File: src/rtl/cond_unit_if.sv
// Bundle of the ALU-side handshake and the writeback-side payload used by
// the conditional-execution stage. The slave modport is the stage itself,
// the master modport is whoever drives the ALU side and sinks writeback.
interface cond_unit_if #(
    parameter int WIDTH = 32
);
    logic             in_valid;
    logic             in_ready;
    logic [3:0]       cond;
    logic [WIDTH-1:0] alu_result;
    logic [3:0]       alu_flags;
    logic [1:0]       flag_w;
    logic             reg_w;
    logic             mem_w;
    logic             pc_src;
    logic [3:0]       rd;
    logic             flush;
    logic             out_valid;
    logic             out_ready;
    logic [WIDTH-1:0] out_result;
    logic [3:0]       out_rd;
    logic             out_reg_w;
    logic             out_mem_w;
    logic             out_pc_src;
    logic             out_cond_ex;

    modport slave (
        input  in_valid, cond, alu_result, alu_flags, flag_w,
               reg_w, mem_w, pc_src, rd, flush, out_ready,
        output in_ready, out_valid, out_result, out_rd,
               out_reg_w, out_mem_w, out_pc_src, out_cond_ex
    );

    modport master (
        output in_valid, cond, alu_result, alu_flags, flag_w,
               reg_w, mem_w, pc_src, rd, flush, out_ready,
        input  in_ready, out_valid, out_result, out_rd,
               out_reg_w, out_mem_w, out_pc_src, out_cond_ex
    );
endinterface

File: src/rtl/cond_unit.sv
// Conditional-execution stage that sits right after the ALU.
// It evaluates each instruction's condition field against the architectural
// NZCV register, commits flag updates only for instructions that execute,
// gates the writeback enables and keeps saturating executed/skipped counts.
// The single output register gives one cycle of latency and full throughput.
module cond_unit #(
    parameter int WIDTH = 32,
    parameter int CNT_W = 16
) (
    input  logic             clk,
    input  logic             rst_n,
    cond_unit_if.slave       bus,
    output logic [3:0]       o_flags,
    output logic [CNT_W-1:0] o_cnt_exec,
    output logic [CNT_W-1:0] o_cnt_skip
);

    localparam logic [CNT_W-1:0] CNT_ONE = {{(CNT_W-1){1'b0}}, 1'b1};
    localparam logic [CNT_W-1:0] CNT_MAX = {CNT_W{1'b1}};

    logic             r_outValid;
    logic [WIDTH-1:0] r_outResult;
    logic [3:0]       r_outRd;
    logic             r_outRegW;
    logic             r_outMemW;
    logic             r_outPcSrc;
    logic             r_outCondEx;
    logic [3:0]       r_flags;
    logic [CNT_W-1:0] r_cntExec;
    logic [CNT_W-1:0] r_cntSkip;

    logic             w_inReady;
    logic             w_acc;
    logic             w_condEx;
    logic             w_n;
    logic             w_z;
    logic             w_c;
    logic             w_v;

    assign w_n = r_flags[3];
    assign w_z = r_flags[2];
    assign w_c = r_flags[1];
    assign w_v = r_flags[0];

    assign w_inReady = ~r_outValid | bus.out_ready;
    assign w_acc     = bus.in_valid & w_inReady & ~bus.flush;

    // Decode the condition field against the committed flags; because the
    // flags register updates at the accepting edge, the next instruction
    // already sees the new values with no bubble.
    always_comb begin
        w_condEx = 1'b0;
        case (bus.cond)
            4'h0:    w_condEx = w_z;
            4'h1:    w_condEx = ~w_z;
            4'h2:    w_condEx = w_c;
            4'h3:    w_condEx = ~w_c;
            4'h4:    w_condEx = w_n;
            4'h5:    w_condEx = ~w_n;
            4'h6:    w_condEx = w_v;
            4'h7:    w_condEx = ~w_v;
            4'h8:    w_condEx = w_c & ~w_z;
            4'h9:    w_condEx = ~w_c | w_z;
            4'hA:    w_condEx = (w_n == w_v);
            4'hB:    w_condEx = (w_n != w_v);
            4'hC:    w_condEx = ~w_z & (w_n == w_v);
            4'hD:    w_condEx = w_z | (w_n != w_v);
            4'hE:    w_condEx = 1'b1;
            default: w_condEx = 1'b0;
        endcase
    end

    // Output valid bit: flush wins, a new accept keeps it set, and a
    // release with nothing arriving empties the slot.
    always_ff @(posedge clk or negedge rst_n) begin
        if (!rst_n) begin
            r_outValid <= 1'b0;
        end else if (bus.flush) begin
            r_outValid <= 1'b0;
        end else if (w_acc) begin
            r_outValid <= 1'b1;
        end else if (r_outValid && bus.out_ready) begin
            r_outValid <= 1'b0;
        end
    end

    // Payload only moves on accept, so it stays frozen while writeback stalls.
    always_ff @(posedge clk or negedge rst_n) begin
        if (!rst_n) begin
            r_outResult <= '0;
            r_outRd     <= '0;
            r_outRegW   <= 1'b0;
            r_outMemW   <= 1'b0;
            r_outPcSrc  <= 1'b0;
            r_outCondEx <= 1'b0;
        end else if (w_acc) begin
            r_outResult <= bus.alu_result;
            r_outRd     <= bus.rd;
            r_outRegW   <= bus.reg_w & w_condEx;
            r_outMemW   <= bus.mem_w & w_condEx;
            r_outPcSrc  <= bus.pc_src & w_condEx;
            r_outCondEx <= w_condEx;
        end
    end

    // Architectural flags change only for executed instructions, with the
    // N/Z and C/V halves enabled independently by the decoder.
    always_ff @(posedge clk or negedge rst_n) begin
        if (!rst_n) begin
            r_flags <= 4'b0000;
        end else if (w_acc && w_condEx) begin
            if (bus.flag_w[1]) begin
                r_flags[3:2] <= bus.alu_flags[3:2];
            end
            if (bus.flag_w[0]) begin
                r_flags[1:0] <= bus.alu_flags[1:0];
            end
        end
    end

    // Executed/skipped statistics stick at all-ones instead of wrapping.
    always_ff @(posedge clk or negedge rst_n) begin
        if (!rst_n) begin
            r_cntExec <= '0;
            r_cntSkip <= '0;
        end else if (w_acc) begin
            if (w_condEx) begin
                if (r_cntExec != CNT_MAX) begin
                    r_cntExec <= r_cntExec + CNT_ONE;
                end
            end else begin
                if (r_cntSkip != CNT_MAX) begin
                    r_cntSkip <= r_cntSkip + CNT_ONE;
                end
            end
        end
    end

    assign bus.in_ready    = w_inReady;
    assign bus.out_valid   = r_outValid;
    assign bus.out_result  = r_outResult;
    assign bus.out_rd      = r_outRd;
    assign bus.out_reg_w   = r_outRegW;
    assign bus.out_mem_w   = r_outMemW;
    assign bus.out_pc_src  = r_outPcSrc;
    assign bus.out_cond_ex = r_outCondEx;
    assign o_flags         = r_flags;
    assign o_cnt_exec      = r_cntExec;
    assign o_cnt_skip      = r_cntSkip;

endmodule
File: src/flat_wrapper.sv
// flat-port wrapper written by rule: the top's interface ports become plain ports
module cond_unit_flat 
#(
    parameter int WIDTH = 32,
    parameter int CNT_W = 16
)
  (clk, rst_n, o_flags, o_cnt_exec, o_cnt_skip, bus_in_valid, bus_cond, bus_alu_result, bus_alu_flags, bus_flag_w, bus_reg_w, bus_mem_w, bus_pc_src, bus_rd, bus_flush, bus_out_ready, bus_in_ready, bus_out_valid, bus_out_result, bus_out_rd, bus_out_reg_w, bus_out_mem_w, bus_out_pc_src, bus_out_cond_ex);
  cond_unit_if #(.WIDTH(WIDTH)) bus_i ();
  input  logic clk;
  input  logic rst_n;
  output logic [3:0] o_flags;
  output logic [CNT_W-1:0] o_cnt_exec;
  output logic [CNT_W-1:0] o_cnt_skip;
  input wire logic [$bits(bus_i.in_valid)-1:0] bus_in_valid;
  input wire logic [$bits(bus_i.cond)-1:0] bus_cond;
  input wire logic [$bits(bus_i.alu_result)-1:0] bus_alu_result;
  input wire logic [$bits(bus_i.alu_flags)-1:0] bus_alu_flags;
  input wire logic [$bits(bus_i.flag_w)-1:0] bus_flag_w;
  input wire logic [$bits(bus_i.reg_w)-1:0] bus_reg_w;
  input wire logic [$bits(bus_i.mem_w)-1:0] bus_mem_w;
  input wire logic [$bits(bus_i.pc_src)-1:0] bus_pc_src;
  input wire logic [$bits(bus_i.rd)-1:0] bus_rd;
  input wire logic [$bits(bus_i.flush)-1:0] bus_flush;
  input wire logic [$bits(bus_i.out_ready)-1:0] bus_out_ready;
  output wire logic [$bits(bus_i.in_ready)-1:0] bus_in_ready;
  output wire logic [$bits(bus_i.out_valid)-1:0] bus_out_valid;
  output wire logic [$bits(bus_i.out_result)-1:0] bus_out_result;
  output wire logic [$bits(bus_i.out_rd)-1:0] bus_out_rd;
  output wire logic [$bits(bus_i.out_reg_w)-1:0] bus_out_reg_w;
  output wire logic [$bits(bus_i.out_mem_w)-1:0] bus_out_mem_w;
  output wire logic [$bits(bus_i.out_pc_src)-1:0] bus_out_pc_src;
  output wire logic [$bits(bus_i.out_cond_ex)-1:0] bus_out_cond_ex;
  assign bus_i.in_valid = bus_in_valid;
  assign bus_i.cond = bus_cond;
  assign bus_i.alu_result = bus_alu_result;
  assign bus_i.alu_flags = bus_alu_flags;
  assign bus_i.flag_w = bus_flag_w;
  assign bus_i.reg_w = bus_reg_w;
  assign bus_i.mem_w = bus_mem_w;
  assign bus_i.pc_src = bus_pc_src;
  assign bus_i.rd = bus_rd;
  assign bus_i.flush = bus_flush;
  assign bus_i.out_ready = bus_out_ready;
  assign bus_in_ready = bus_i.in_ready;
  assign bus_out_valid = bus_i.out_valid;
  assign bus_out_result = bus_i.out_result;
  assign bus_out_rd = bus_i.out_rd;
  assign bus_out_reg_w = bus_i.out_reg_w;
  assign bus_out_mem_w = bus_i.out_mem_w;
  assign bus_out_pc_src = bus_i.out_pc_src;
  assign bus_out_cond_ex = bus_i.out_cond_ex;
  cond_unit #(.WIDTH(WIDTH), .CNT_W(CNT_W)) u_core (.clk(clk), .rst_n(rst_n), .bus(bus_i), .o_flags(o_flags), .o_cnt_exec(o_cnt_exec), .o_cnt_skip(o_cnt_skip));
endmodule
File: config.mk
export PLATFORM = sky130hd
export DESIGN_NAME = cond_unit_flat
export DESIGN_NICKNAME = d
export VERILOG_FILES = /design/src/rtl/cond_unit_if.sv /design/src/rtl/cond_unit.sv /design/src/flat_wrapper.sv
export SDC_FILE = /design/constraint.sdc
export NUM_CORES = 1
export LEC_CHECK = 0
export ABC_AREA = 1
export BUFFER_PORTS_ARGS = -buffer_cell sky130_fd_sc_hd__buf_2
export CORE_MARGIN = 3
export CORE_UTILIZATION = 35
export DETAILED_ROUTE_END_ITERATION = 10
export MAX_ROUTING_LAYER = met4
export REMOVE_ABC_BUFFERS = 1
export SLEW_MARGIN = 20
export SYNTH_ARGS = -nofsm -noshare
export SYNTH_HDL_FRONTEND = slang
export SYNTH_SLANG_ARGS = --single-unit
File: constraint.sdc
create_clock -name clk -period 1.9 [get_ports clk]
set_input_delay 0.475 -clock clk [delete_from_list [all_inputs] [get_ports clk]]
set_output_delay 0.475 -clock clk [all_outputs]
set_load 0.005 [all_outputs]
==> out/results.txt, run 1 <==
largest net degree at the start of global routing -> 42
design area -> 5305 sq um
# rows -> 38
first-pass GRT wire length -> 18.55 mm
dpl cell area -> 4955 sq um
CTS root buf -> clkbuf_16
status -> finished, final reports clean
CP endpoint kind -> flop
Power, Total -> 5316 uW
Max VDD drop -> 0.4537 mV
Max Fclk -> 592.6 MHz
vias in the first global route -> 3932
global route overflow -> 0
DRT antenna net count -> 0
synthesized instance count -> 532
period utilization -> 0.8881
hold_ws -> 0.08927 ns
GPL Wtd Cong -> 0.9231
Post-Place Worst Slack -> 0.03164 ns
GRT Total Usage -> 0.1793
H-tree levels -> 3
Post-Syn Area -> 4081 sq um
clock slew at reported path FFs -> 0.06 ns
die height -> 114.0 um
Die Area -> 12990 sq um
worst setup path class -> flop to flop
final number of setup-violating endpoints -> 0
Max-slew headroom -> 0.7063
clock sink count -> 77
number of synthesized register bits -> 77
initial antenna violation count -> 0
RSZ-0062 raised after global routing -> no
worst slew pin tran -> 0.4406 ns
Final nets -> 727
fin. max-slew vios -> 0
Fillers -> 1141
DR top layer -> met4
core area -> 11130 sq um
Skew-Pair Late Insertion Delay -> 0.33 ns
hold crit path type -> primary input to asynchronous set/reset pin
yosys warns -> 0
# port buffers -> 131
antenna cells -> 0
CTS max path bufs -> 2
Final WS setup -> 0.2125 ns
Critical Path Source -> u_core.o_flags[3]$_DFFE_PN0P_
register area share after synthesis -> 0.4721
DRC -> 0
worst path required time -> 2.12 ns
Syn Area/Cell -> 7.672 sq um
CTS buffer count -> 9
commonest cells after routing, fill and taps aside -> nand2_1, buf_2, dfrtp_1
CTS tree -> built
power per standard cell area -> 1002 nW/um^2
count of cell types in the netlist -> 27
wire per inst -> 13.32 um
Initial Utilization -> 0.3668
Detailed Route WL -> 10.87 mm
Syn-to-layout area delta -> 29.98%
hold buffers post-CTS -> 0
WL met1 -> 5.067 mm
fin util -> 0.4768
via count -> 3903
Crit Path Max Fanout -> 12
DP HPWL -> 7.829 mm
FF-to-FF Start -> u_core.o_flags[3]$_DFFE_PN0P_
Final Critical Period -> 1.687 ns
Leak -> 0.002967 uW
skew final -> 0.007495 ns
area taken by multi-input logic gates -> 1914 sq um
max cap viols -> 0
Critical Path Start Type -> flop
Die Wd -> 114.0 um
met3 WL -> 904 um
routed wl met2 -> 4.791 mm
share of layout cells above drive strength 1 -> 0.2781
Iter 0 DRT Violations -> 248
Sequential cell area -> 1928 sq um
crit path DAT -> 1.91 ns
io pins -> 132
Hold Vio Cnt, Final -> 0
Via density -> 4.783
most common cell after layout, fill and taps aside -> nand2_1
DR pass1 iterations -> 5
==> critical path, cell delays in order, from the launching register on <==
cell	delay, ns
dfrtp_1	0.44
inv_1	0.11
nand2_1	0.06
nand2_1	0.08
nand2_1	0.06
nand2_1	0.06
nand2_1	0.07
nand2_2	0.11
nor2_4	0.05
nand2_2	0.12
buf_4	0.21
nand3_2	0.09
nand2_1	0.06
nand2_1	0.06
==> final timing paths <==
| path | end | slack [ns] | depth (start not counted) |
|---|---|---|---|
| min in group clk | u_core.bus.out_valid$_DFFE_PN0P_ | 0.31 | 2 |
| setup reg to reg | u_core.o_flags[3]$_DFFE_PN0P_ | 0.21 | 13 |
| hold reg to reg | u_core.bus.out_result[6]$_DFFE_PN0P_ | 0.48 | 2 |
| hold / removal | u_core.bus.out_result[2]$_DFFE_PN0P_ | 0.09 | 1 |
| setup / recovery | u_core.o_flags[3]$_DFFE_PN0P_ | 0.21 | 13 |
| max in group asynchronous | u_core.bus.out_result[11]$_DFFE_PN0P_ | 1.27 | 2 |
==> what timing repair did <==
| action | 4_1_cts | 5_1_grt |
|---|---|---|
| gates resized for setup | 0 | 4 |
| setup buffers | 0 | 1 |
| setup endpoints to repair | 0 | 10 |
==> routing by layer <==
layer  GRT usage  vias up
li1            -     1976
met2      0.2713      140
met5           -        -
met4     0.04671        0
met1      0.2338     1776
met3     0.05729       11
==> power by group <==
group / internal [uW] / switching [uW]
sequential: 1890 / 214
combinational: 575 / 777
clock: 1180 / 673
==> stage by stage <==
step	setup TNS, ns	instances
finish	0	816
global route	0	816
CTS	0	815
detailed placement	0	799
global placement	0	799
floorplan	-87.22	510
==> state kept, by name, indices dropped and copies added, names as in the netlist <==
signal,cells
u_core.bus.out_cond_ex,1
u_core.bus.out_mem_w,1
u_core.bus.out_pc_src,1
u_core.bus.out_rd,4
u_core.bus.out_reg_w,1
u_core.bus.out_result,32
u_core.bus.out_valid,1
u_core.o_cnt_exec,16
u_core.o_cnt_skip,16
u_core.o_flags,4
==> area by class of cell <==
cell class,instances,share of cell area
repair buffers,150,0.1587
inverters,32,0.02264
clock buffers,10,0.04505
multi-input cells,401,0.3608
clock inverters,6,0.01627
flip-flops and latches,77,0.3634
well taps,140,0.03302
==> kinds of logic after synthesis <==
kind of cell,count (synthesis),synth area share
fa+ha+maj,2,0.006130
flops,77,0.4721
buf+inv,54,0.06192
simple gates,374,0.4083
xor+xnor,21,0.04507
compound gates,4,0.006436
==> Yosys cell counts <==
master    number  area share
a21oi_2        1      0.0021
nor3_4         1      0.0040
buf_4          4      0.0074
dfrtp_1       77        0.47
buf_6          3      0.0083
nand2_1      245        0.23
o21ai_0        1      0.0012
a21oi_1        1      0.0012
xnor2_1        8       0.017
nand2_2        6      0.0092
nor3_2         1      0.0025
clkbuf_1       5      0.0046
nor2_1        34       0.031
inv_2          1     0.00092
nand3_1       27       0.033
inv_1         31       0.029
nand4_4        2       0.010
nor2_2         2      0.0031
nor3_1         7      0.0086
a21boi_0       1      0.0018
ha_1           2      0.0061
nor2_4         2      0.0055
xor2_1        13       0.028
nand4_1       42       0.064
buf_2         10       0.012
nand3b_1       2      0.0037
nand3_2        3      0.0074
Note: power is estimated with default switching activity, not from simulation.
==> inputs of run 2 (changes only) <==
Settings changed: RECOVER_POWER set to 50.
==> run 2 against run 1 <==
Against the previous run:
- power is 0.49% lower
- critical path type unchanged
- clock skew about the same
- clock power about the same
==> out/results.txt, run 2 (same netlist as run 1, synthesis figures left out) <==
initial antenna violation count -> 0 (unchanged)
sequential share of power -> 0.399 (+0.003)
final number of setup-violating endpoints -> 0 (unchanged)
RSZ-0062 raised after global routing -> no
Initial Utilization -> 0.3668 (unchanged)
crit path DAT -> 1.91 ns (about the same)
Via density -> 4.759 (-0.51%)
hold crit path type -> primary input to asynchronous set/reset pin
Max-slew headroom -> 0.4577 (-0.2486)
Critical Path Start Type -> flop
# port buffers -> 131 (unchanged)
max cap viols -> 0 (unchanged)
status -> finished, final reports clean
Hold Vio Cnt, Final -> 0 (unchanged)
die height -> 114.0 um (unchanged)
Die Wd -> 114.0 um (unchanged)
switch share -> 0.3146 (+0.001596)
clock network power share -> 0.351 (+0.002)
Int Power -> 3625 uW (-0.72%)
Skew-Pair Late Insertion Delay -> 0.33 ns (about the same)
DP HPWL -> 7.829 mm (unchanged)
DR pass1 iterations -> 7 (+2)
via count -> 3883 (-0.51%)
CP endpoint kind -> flop
Net Switching -> 1664 uW (about the same)
most common cell after layout, fill and taps aside -> nand2_1
first-pass GRT wire length -> 18.55 mm (unchanged)
antenna cells -> 0 (unchanged)
CTS buffer count -> 9 (unchanged)
Comb pwr share -> 0.250 (-0.004)
Largest register FFs -> 32 (unchanged)
design area -> 5251 sq um (-1.0%)
global route overflow -> 0 (unchanged)
GRT Total Usage -> 0.1793 (unchanged)
Leak -> 0.002878 uW (-3.0%)
power per standard cell area -> 1007 nW/um^2 (+0.53%)
Die Area -> 12990 sq um (unchanged)
skew final -> 0.007271 ns (-0.0002233 ns)
Final Critical Period -> 1.687 ns (-0.0002380 ns)
DRC -> 0 (unchanged)
period utilization -> 0.8880 (about the same)
Iter 0 DRT Violations -> 232 (-6.5%)
# rows -> 38 (unchanged)
Max VDD drop -> 0.4536 mV (about the same)
H-tree levels -> 3 (unchanged)
fin cells -> 816 (unchanged)
hold buffers post-CTS -> 0 (unchanged)
clock sink count -> 77 (unchanged)
share of layout cells above drive strength 1 -> 0.2411 (-0.03698)
clock slew at reported path FFs -> 0.06 ns (about the same)
Final nets -> 727 (unchanged)
largest net degree at the start of global routing -> 42 (unchanged)
Placed Cells incl. Taps -> 799 (unchanged)
fin. max-slew vios -> 0 (unchanged)
GPL Wtd Cong -> 0.9231 (unchanged)
dpl cell area -> 4955 sq um (unchanged)
io pins -> 132 (unchanged)
CTS max path bufs -> 2 (unchanged)
worst path required time -> 2.12 ns (about the same)
Crit Path Max Fanout -> 12 (unchanged)
core area -> 11130 sq um (unchanged)
wire per inst -> 13.29 um (-0.25%)
worst slew pin tran -> 0.8135 ns (+0.3729 ns)
commonest cells after routing, fill and taps aside -> nand2_1, buf_2, dfrtp_1
worst setup path class -> flop to flop
Fillers -> 1158 (+1.5%)
CTS root buf -> clkbuf_16
CTS tree -> built
DRT antenna net count -> 0 (unchanged)
vias in the first global route -> 3932 (unchanged)
Max Fclk -> 592.7 MHz (about the same)
Detailed Route WL -> 10.84 mm (-0.25%)
Syn-to-layout area delta -> 28.66%
==> run 2: path summary, 6_finish.rpt <==
check | startpoint | endpoint | slack [ns] | cells past startpoint
worst max-delay path | u_core.o_flags[3]$_DFFE_PN0P_ | u_core.o_flags[3]$_DFFE_PN0P_ | 0.21 | 13
min in group clk | bus_flush | u_core.bus.out_valid$_DFFE_PN0P_ | 0.31 | 2
worst min register to register | u_core.bus.out_result[16]$_DFFE_PN0P_ | u_core.bus.out_result[16]$_DFFE_PN0P_ | 0.48 | 2
worst min-delay path | rst_n | u_core.bus.out_result[2]$_DFFE_PN0P_ | 0.23 | 1
max in group asynchronous | rst_n | u_core.o_flags[0]$_DFFE_PN0P_ | 0.49 | 2
worst max register to register | u_core.o_flags[3]$_DFFE_PN0P_ | u_core.o_flags[3]$_DFFE_PN0P_ | 0.21 | 13
==> run 2: critical path, cell delays in order (launching register included) <==
cell and delay (ns):
dfrtp_1 0.44, inv_1 0.11, nand2_1 0.06, nand2_1 0.08, nand2_1 0.06, nand2_1 0.06
nand2_1 0.07, nand2_2 0.11, nor2_4 0.05, nand2_2 0.12, buf_4 0.21, nand3_2 0.08
nand2_1 0.06, nand2_1 0.06
==> run 2: per-layer routing <==
layer	vias to the layer above	wire (um)	track usage	share of wire
met5	-	0	-	0
li1	1976	-	-	-
met1	1764	5024	0.2338	0.46
met3	13	878	0.05729	0.081
met2	130	4817	0.2713	0.44
met4	0	123	0.04671	0.011
==> run 2: power groups by stage <==
stage          logic, uW  registers (uW)  clock network (uW)
2_1_floorplan        636            2150                   0
3_3_place_gp        1330            2120                   0
3_5_place_dp        1360            2130                   0
4_1_cts             1360            2110                1910
5_1_grt             1520            2150                1980
6_report            1320            2110                1860
==> run 2: layout make-up <==
class,count,area [sq um],share of cell area
clock buffers,10,239.0,0.04551
well taps,140,175.2,0.03336
flip-flops and latches,77,1928,0.3672
inverters,32,120.1,0.02287
multi-input cells,401,1914,0.3645
repair buffers,150,788.3,0.1501
clock inverters,6,86.33,0.01644
==> run 2: metrics by stage <==
| stage | power, uW | setup TNS [ns] | worst slack (ns) | utilization | hold slack [ns] |
|---|---|---|---|---|---|
| final | 5289 | 0 | 0.2128 | 0.4720 | 0.2316 |
| after global placement | 3449 | 0 | 0.1001 | 0.4453 | 0.4511 |
| after global routing | 5647 | 0 | 0.01581 | 0.4720 | 0.2834 |
| after detailed placement | 3490 | 0 | 0.03164 | 0.4453 | 0.4572 |
| after floorplan | 2788 | -87.22 | -1.451 | - | 0.1794 |
| after CTS | 5385 | 0 | 0.1512 | 0.4746 | 0.09946 |
==> run 2: what timing repair did <==
action | in CTS | in global routing
setup endpoints to repair | 0 | 10
gates resized for setup | 0 | 4
buffers inserted | 0 | 1
